===== src/rtl/led_strip_sequencer.sv =====
`default_nettype none
// ============================================================================
// Module   : led_strip_sequencer
// Brief    : Steps a WIDTH-LED run / bounce / bar pattern once per ok toggle.
//            Optional PWM dimming of the LED drive via macro LED_PWM_DIM_EN.
// Revision : 1.0 - initial release
// ============================================================================
module led_strip_sequencer #(
    parameter int WIDTH = 16,
    parameter int DUTY  = 8
) (
    input  logic             CLOCK,
    input  logic             RESET_N,
    input  logic [1:0]       MOD,
    input  logic             ok,
    output logic [WIDTH-1:0] LEDs_strip,
    output logic             wrap
);

    localparam int PW = (WIDTH > 1) ? $clog2(WIDTH) : 1;
    localparam int FW = $clog2(WIDTH + 1);

    localparam logic [PW-1:0]    c_pos_max   = PW'(WIDTH - 1);
    localparam logic [FW-1:0]    c_fill_max  = FW'(WIDTH);
    localparam logic [WIDTH-1:0] c_one       = WIDTH'(1);
    localparam logic [1:0]       c_mode_run  = 2'd1;
    localparam logic [1:0]       c_mode_bnc  = 2'd2;
    localparam logic [1:0]       c_mode_bar  = 2'd3;

    if (WIDTH < 2 || DUTY < 0 || DUTY > 16) begin : g_param_check
        $error("led_strip_sequencer: WIDTH must be >= 2 and DUTY in 0..16");
    end

    logic             r_s1, r_s2, r_s3;
    logic [1:0]       r_mod_q;
    logic [PW-1:0]    r_pos;
    logic             r_dir_down;
    logic [FW-1:0]    r_fill;
    logic [WIDTH-1:0] r_pattern;
    logic             r_wrap;

    logic             w_step;
    logic [PW-1:0]    w_pos_inc, w_pos_dec, w_pos_run;
    logic             w_pos_at_max;
    logic [FW-1:0]    w_fill_inc;
    logic             w_fill_at_max;
    logic [WIDTH-1:0] w_bar;

    logic [PW-1:0]    w_pos_nxt;
    logic             w_dir_nxt;
    logic [FW-1:0]    w_fill_nxt;
    logic [WIDTH-1:0] w_pat_nxt;
    logic             w_wrap_nxt;

    // A step is the single-cycle difference between the synchronized level and its delayed copy.
    assign w_step        = r_s2 ^ r_s3;
    assign w_pos_inc     = r_pos + 1'b1;
    assign w_pos_dec     = r_pos - 1'b1;
    assign w_pos_at_max  = (r_pos == c_pos_max);
    assign w_pos_run     = w_pos_at_max ? '0 : w_pos_inc;
    assign w_fill_at_max = (r_fill == c_fill_max);
    assign w_fill_inc    = w_fill_at_max ? '0 : r_fill + 1'b1;
    // Shifting all-ones by fill (fill == WIDTH shifts everything out) yields the bar mask.
    assign w_bar         = ~({WIDTH{1'b1}} << w_fill_inc);

    always_comb begin
        w_pos_nxt  = r_pos;
        w_dir_nxt  = r_dir_down;
        w_fill_nxt = r_fill;
        w_pat_nxt  = r_pattern;
        w_wrap_nxt = 1'b0;
        if (MOD != r_mod_q) begin
            w_pos_nxt  = '0;
            w_dir_nxt  = 1'b0;
            w_fill_nxt = '0;
            w_pat_nxt  = (MOD == c_mode_run || MOD == c_mode_bnc) ? c_one : '0;
        end else if (w_step) begin
            case (r_mod_q)
                c_mode_run: begin
                    w_pos_nxt  = w_pos_run;
                    w_pat_nxt  = c_one << w_pos_run;
                    w_wrap_nxt = w_pos_at_max;
                end
                c_mode_bnc: begin
                    if (!r_dir_down) begin
                        w_pos_nxt = w_pos_inc;
                        w_dir_nxt = (w_pos_inc == c_pos_max);
                    end else begin
                        w_pos_nxt  = w_pos_dec;
                        w_dir_nxt  = (w_pos_dec != '0);
                        w_wrap_nxt = (w_pos_dec == '0);
                    end
                    w_pat_nxt = c_one << w_pos_nxt;
                end
                c_mode_bar: begin
                    w_fill_nxt = w_fill_inc;
                    w_pat_nxt  = w_bar;
                    w_wrap_nxt = w_fill_at_max;
                end
                default: begin
                    w_pat_nxt = '0;
                end
            endcase
        end
    end

    always_ff @(posedge CLOCK or negedge RESET_N) begin
        if (!RESET_N) begin
            r_s1       <= 1'b0;
            r_s2       <= 1'b0;
            r_s3       <= 1'b0;
            r_mod_q    <= 2'd0;
            r_pos      <= '0;
            r_dir_down <= 1'b0;
            r_fill     <= '0;
            r_pattern  <= '0;
            r_wrap     <= 1'b0;
        end else begin
            r_s1       <= ok;
            r_s2       <= r_s1;
            r_s3       <= r_s2;
            r_mod_q    <= MOD;
            r_pos      <= w_pos_nxt;
            r_dir_down <= w_dir_nxt;
            r_fill     <= w_fill_nxt;
            r_pattern  <= w_pat_nxt;
            r_wrap     <= w_wrap_nxt;
        end
    end

    assign wrap = r_wrap;

`ifdef LED_PWM_DIM_EN
    logic [3:0] r_pwm_cnt;
    logic       w_pwm_on;

    always_ff @(posedge CLOCK or negedge RESET_N) begin
        if (!RESET_N) begin
            r_pwm_cnt <= 4'd0;
        end else begin
            r_pwm_cnt <= r_pwm_cnt + 4'd1;
        end
    end

    assign w_pwm_on   = ({1'b0, r_pwm_cnt} < 5'(DUTY));
    assign LEDs_strip = r_pattern & {WIDTH{w_pwm_on}};
`else
    assign LEDs_strip = r_pattern;
`endif

endmodule
`default_nettype wire


===== config.mk =====
export PLATFORM = sky130hd
export DESIGN_NAME = led_strip_sequencer
export DESIGN_NICKNAME = d
export VERILOG_FILES = /design/src/rtl/led_strip_sequencer.sv
export SDC_FILE = /design/constraint.sdc
export NUM_CORES = 1
export LEC_CHECK = 0
export ABC_CLOCK_PERIOD_IN_PS = 1830
export BUFFER_PORTS_ARGS = -buffer_cell sky130_fd_sc_hd__buf_2
export CORE_MARGIN = 4
export CORE_UTILIZATION = 40
export CTS_CLUSTER_DIAMETER = 60
export DETAILED_ROUTE_END_ITERATION = 12
export REMOVE_ABC_BUFFERS = 1
export SETUP_SLACK_MARGIN = 0.4
export SKIP_CTS_REPAIR_TIMING = 1
export SLEW_MARGIN = 20
export SYNTH_ARGS = -nofsm -noshare
export SYNTH_HDL_FRONTEND = slang
export SYNTH_SLANG_ARGS = --single-unit

===== constraint.sdc =====
create_clock -name CLOCK -period 1.83 [get_ports CLOCK]
set_input_delay 0.2745 -clock CLOCK [delete_from_list [all_inputs] [get_ports CLOCK]]
set_output_delay 0.2745 -clock CLOCK [all_outputs]
set_load 0.005 [all_outputs]

* Word-level counts from Yosys, hierarchy flattened
Cells that the tools add are included.
Cells by class: multiplexer cells 24, add/subtract/negate cells 3, bitwise operators 2, reductions and logical operators 10, shifts and indexed selects 3, equality and inequality tests 9
Operators with widths (count):
- one-hot mux 16 bit (3 select lines) | 1
- 2-to-1 mux 16 bit | 2
- left shift 1 x 4 -> 16 bit (first input constant) | 2
- 2-to-1 mux 4 bit | 7
- 2-to-1 mux 5 bit | 4
- NOT 16 bit | 1
- left shift 16 x 5 -> 16 bit (first input constant) | 1
- equality test 4 bit (second input constant) | 2
- 2-to-1 mux 1 bit | 8
- one-hot mux 4 bit (2 select lines) | 1
- equality test 2 bit (second input constant) | 3
- AND reduction 2 bit | 3
- nonzero test 2 bit | 3
- adder 5 x 1 -> 5 bit (second input constant) | 1
- equality test 5 bit (second input constant) | 1
- adder 4 x 1 -> 4 bit (second input constant) | 1
- equality test 2 x 1 -> 1 bit (second input constant) | 2
- zero test 4 bit | 1
- nonzero test 4 bit | 1
- subtractor 4 x 1 -> 4 bit (second input constant) | 1
- one-hot mux 1 bit (3 select lines) | 1
- nonzero test 3 bit | 1
- != test 2 bit | 1
- logical OR 1 bit | 1
- bitwise XOR 1 bit | 1
Storage, ports and cells: bits of input ports 5, output and inout bits 17, bits in registers 32, logic and storage cells 60

* Logic depth before layout (Yosys ltp)
depth after elaboration 9, gate-level depth with buffers 7, gate-level depth less buffers 7

* Worst setup path before layout
OpenSTA, ideal clock, no wires.
kind register -> register, start point reg r_mod_q[0], end point reg r_pattern[13], in the netlist LEDs_strip[13], path slack -0.055 ns, cell stages (with the launch flop) 8, setup time 0.126 ns, required time 1.704 ns, arrival 1.759 ns, cells stage by stage dfrtp_1 > inv_1 > ha_1 > nand2b_1 > a221oi_1 > nor3_1 > and3_1 > a221o_1
Between the ends: word-level cells in the longest chain between the ends 4
RTL lines:
- from (decl) | RTL line 35 | logic [1:0] r_mod_q;
- from (signal assigned) | RTL line 112 | r_mod_q <= 2'd0;
- from (signal assigned) | RTL line 122 | r_mod_q <= MOD;
- equality test 2 bit or equality test 2 x 1 -> 1 bit (tied branches) | RTL line 78 | case (r_mod_q)
- one-hot mux 16 bit (3 select lines) | RTL line 78
- 2-to-1 mux 16 bit | RTL line 77 | end else if (w_step) begin
- 2-to-1 mux 16 bit | RTL line 72 | if (MOD != r_mod_q) begin
- to (signal assigned) | RTL line 126 | r_pattern <= w_pat_nxt;
- to (decl) | RTL line 39 | logic [WIDTH-1:0] r_pattern;
Several ways; a longest one is shown, not always the timed one. The select of a mux whose other input is x is not followed. A chain may end at the register's enable or synchronous reset.

* Worst setup path after layout
start point reg r_pos[0], end point reg r_pattern[12], in the netlist LEDs_strip[12]
Between the ends: word-level cells in the longest chain between the ends 9
RTL lines:
- from (decl) | RTL line 36 | logic [PW-1:0] r_pos;
- from (signal assigned) | RTL line 123 | r_pos <= w_pos_nxt;
- adder 4 x 1 -> 4 bit or subtractor 4 x 1 -> 4 bit (tied branches) | RTL line 57, 58
- 2-to-1 mux 4 bit | RTL line 85 | if (!r_dir_down) begin
- 2-to-1 mux 4 bit | RTL line 78
- 2-to-1 mux 4 bit | RTL line 77
- 2-to-1 mux 4 bit | RTL line 72
- left shift 1 x 4 -> 16 bit | RTL line 93 | w_pat_nxt = c_one << w_pos_nxt;
- one-hot mux 16 bit (3 select lines) * | RTL line 78
- 2-to-1 mux 16 bit * | RTL line 77
- 2-to-1 mux 16 bit * | RTL line 72
Mark *: on every way between the ends. The rest lies on a longest branch, timed or not. The select of a mux whose other input is x is not followed.

==> metrics.csv <==
metric,value,unit
drt drc,0,
gpl congestion,0.8604,
cell with the most instances after synthesis,dfrtp_1,
row cnt,24,
Top-Level Pins,22,
leading area contributor after synthesis,dfrtp_1,
first-pass GRT wire length,8183,um
final worst-path cycle share,102.1,%
antenna cells,0,
Post-synth ARST share,100.0,%
ratio of cells with drive above 1 in the final layout,50.35,%
initial core utilization,42.67,%
final wirelength,5637,um
status,"finished, violations left",
Pint,0.001155,W
layout net count,301,
failing checks,setup timing,
Clock Pin Slew Worst Setup and Hold Paths,0.07,ns
Syn Inst Count,207,
endpoints failing setup,8,
Sequential Power Share,46.3,%
Seq cells post-synth,32,
"Hold Vio Cnt, Final",0,
wire per inst,16.68,um
switching share of power,27.63,%
Area Growth Syn to Fin,52.99,%
Syn Std Cell Area,0.001922,sq mm
final worst slack,-0.03821,ns
Worst-Skew Late Latency,0.28,ns
H-tree depth,2,
Max clock buf depth,2,
Worst slew margin,50.90,%
DRT antenna net count,0,
Pwr Density,542.6,mW/mm^2
critical path startpoint category,register,
HPWL Detailed,3753,um
Ys Warns,0,
root buffer cell,clkbuf_8,
Worst EP arrival,2.06,ns
sequential share of the synthesized area,41.67,%
most frequent cells after synthesis,"32 x dfrtp_1, 23 x nand2_1, 13 x nor2_1",
vias post-DR,1905,
Num CTS Buffers,5,
TritonRoute pass-1 iters,4,
Peak VDD IR,0.0005369,V
Max Fclk,535.3,MHz
Post-synth top flop,dfrtp_1,
clk sinks,32,
Die ar.,0.005978,sq mm
"Distinct cells, synth",42,
post-synth top area share,41.67,%
Critical Path End Type,register,
Switch Pwr,0.0004409,W
gr ovfl total,0,
clk_skew,0.01088,ns
clock power share,35.9,%
antenna violations before repair,0,
DIE WIDTH,77.32,um
CP Data Required Time,2.02,ns
design area,0.002940,sq mm
Synth Area per Inst,9.284,sq um
max-slew violation count,0,
CTS tree,done,
Global Route Usage Sum,16.99,%
input/output buffers,21,
Comb power frac,17.8,%
post-layout min period,1.868,ns
vias in the first global route,1692,
CORE AREA,0.004504,sq mm
leakage,1.286,nW
DP Area,0.002372,sq mm
Final Power,0.001595,W
number of DRC markers in iteration 0,136,
kind of critical path,register to register,
final std cells w/o fill,338,
Max Cap Viol,0,
largest net degree at the start of global routing,33,
Hold/Removal Path Class,input pin to asynchronous set/reset pin,
RSZ-0062 raised after global routing,true,
"EDFF count, synth",0,
Post-Place Cells,316,
die height,77.32,um
crit-path max FO,5,
slew of the pin with the lowest slew margin,0.7365,ns
setup TNS,-0.1113,ns
synth top area cells,"dfrtp_1 42%, ha_1 7.2%, nand2_1 4.5%",
DR vias/cell,5.636,
==> sequential cells by signal, indices dropped and copies added, names as in the netlist <==
signal / count
LEDs_strip: 16
r_dir_down: 1
r_fill: 5
r_mod_q: 2
r_pos: 4
r_s1: 1
r_s2: 1
r_s3: 1
wrap: 1
==> final cells by class <==
| type | instances | area (sq um) |
|---|---|---|
| fillers | 371 | 1564 |
| repair buffers | 76 | 551.8 |
| inverters | 8 | 30.03 |
| clock buffers | 6 | 82.58 |
| flip-flops and latches | 32 | 804.5 |
| multi-input cells | 162 | 1396 |
| well taps | 52 | 65.06 |
| clock inverters | 2 | 10.01 |
==> cell families after synthesis <==
| group | count (synthesis) | share of synthesized area [%] |
|---|---|---|
| and+or+nand+nor | 82 | 22.33 |
| muxes | 4 | 2.083 |
| adders and majority gates | 11 | 7.161 |
| AOI/OAI and AO/OA | 52 | 17.84 |
| DFF | 32 | 41.67 |
| xor gates and xnor gates | 13 | 5.925 |
| buffers and inverters | 13 | 2.995 |
==> worst max-delay path, cell delays in order (launching register included) <==
cell,delay [ns]
dfrtp_2,0.45
buf_4,0.16
ha_4,0.18
nand2b_4,0.09
a221oi_4,0.07
nor3_2,0.29
buf_4,0.16
nand3_1,0.14
o221ai_1,0.24
==> power by group through the flow <==
stage | sequential, W | combinational (W) | clock [W]
final | 0.000738 | 0.000284 | 0.000573
after global routing | 0.000741 | 0.000307 | 0.000626
after detailed placement | 0.000748 | 0.000206 | 0
after global placement | 0.000749 | 0.000205 | 0
after floorplan | 0.000748 | 0.0000948 | 0
after CTS | 0.000735 | 0.000206 | 0.000587
==> layout by cell type, fill, tap and decap left out, types with 4 or more instances in the layout <==
cell      count
and3_1        4
o21ai_0       6
nand3b_1      4
inv_2         5
xnor2_1       5
nor3_2        5
a21oi_1       8
ha_4          7
buf_2        21
nand2_1      20
nor2_1       10
a21oi_2       4
xor2_1        6
clkbuf_8      6
o211ai_1     10
buf_6         9
buf_4        46
nand3_1       8
or3_4         6
dfrtp_1      29
==> per-layer routing <==
| metal | part of all wire (%) | vias up | wire length [um] | GRT usage (%) |
|---|---|---|---|---|
| li1 | - | 902 | - | - |
| met1 | 43 | 945 | 2440 | 22.30 |
| met2 | 51 | 46 | 2847 | 28.41 |
| met3 | 3.9 | 12 | 221 | 4.333 |
| met4 | 2.3 | 0 | 127 | 3.381 |
| met5 | 0 | - | 0 | 0 |
==> worst paths after layout <==
check	startpoint	to	slack, ns	depth (start not counted)
setup / recovery	r_pos[0]$_DFFE_PN0P_	LEDs_strip[12]$_DFFE_PN0P_	-0.04	8
hold / removal	RESET_N	r_fill[3]$_DFFE_PN0P_	0.04	1
setup reg to reg	r_pos[0]$_DFFE_PN0P_	LEDs_strip[12]$_DFFE_PN0P_	-0.04	8
hold reg to reg	r_s1$_DFF_PN0_	r_s2$_DFF_PN0_	0.35	0
max in group asynchronous	RESET_N	r_mod_q[1]$_DFF_PN0_	1.25	1
min in group CLOCK	ok	r_s1$_DFF_PN0_	0.10	1
==> stage by stage <==
step           hold slack, ns  util (%)  setup slack [ns]
3_5_place_dp           0.3365     52.67           -0.1545
2_1_floorplan        -0.02109         -           -0.1276
3_3_place_gp           0.3333     52.67          -0.09411
4_1_cts               0.07420     54.72           -0.1773
5_1_grt               0.09742     65.28           -0.1220
6_report              0.04060     65.28          -0.03821
No activity file was read; power rests on OpenSTA's default activity.
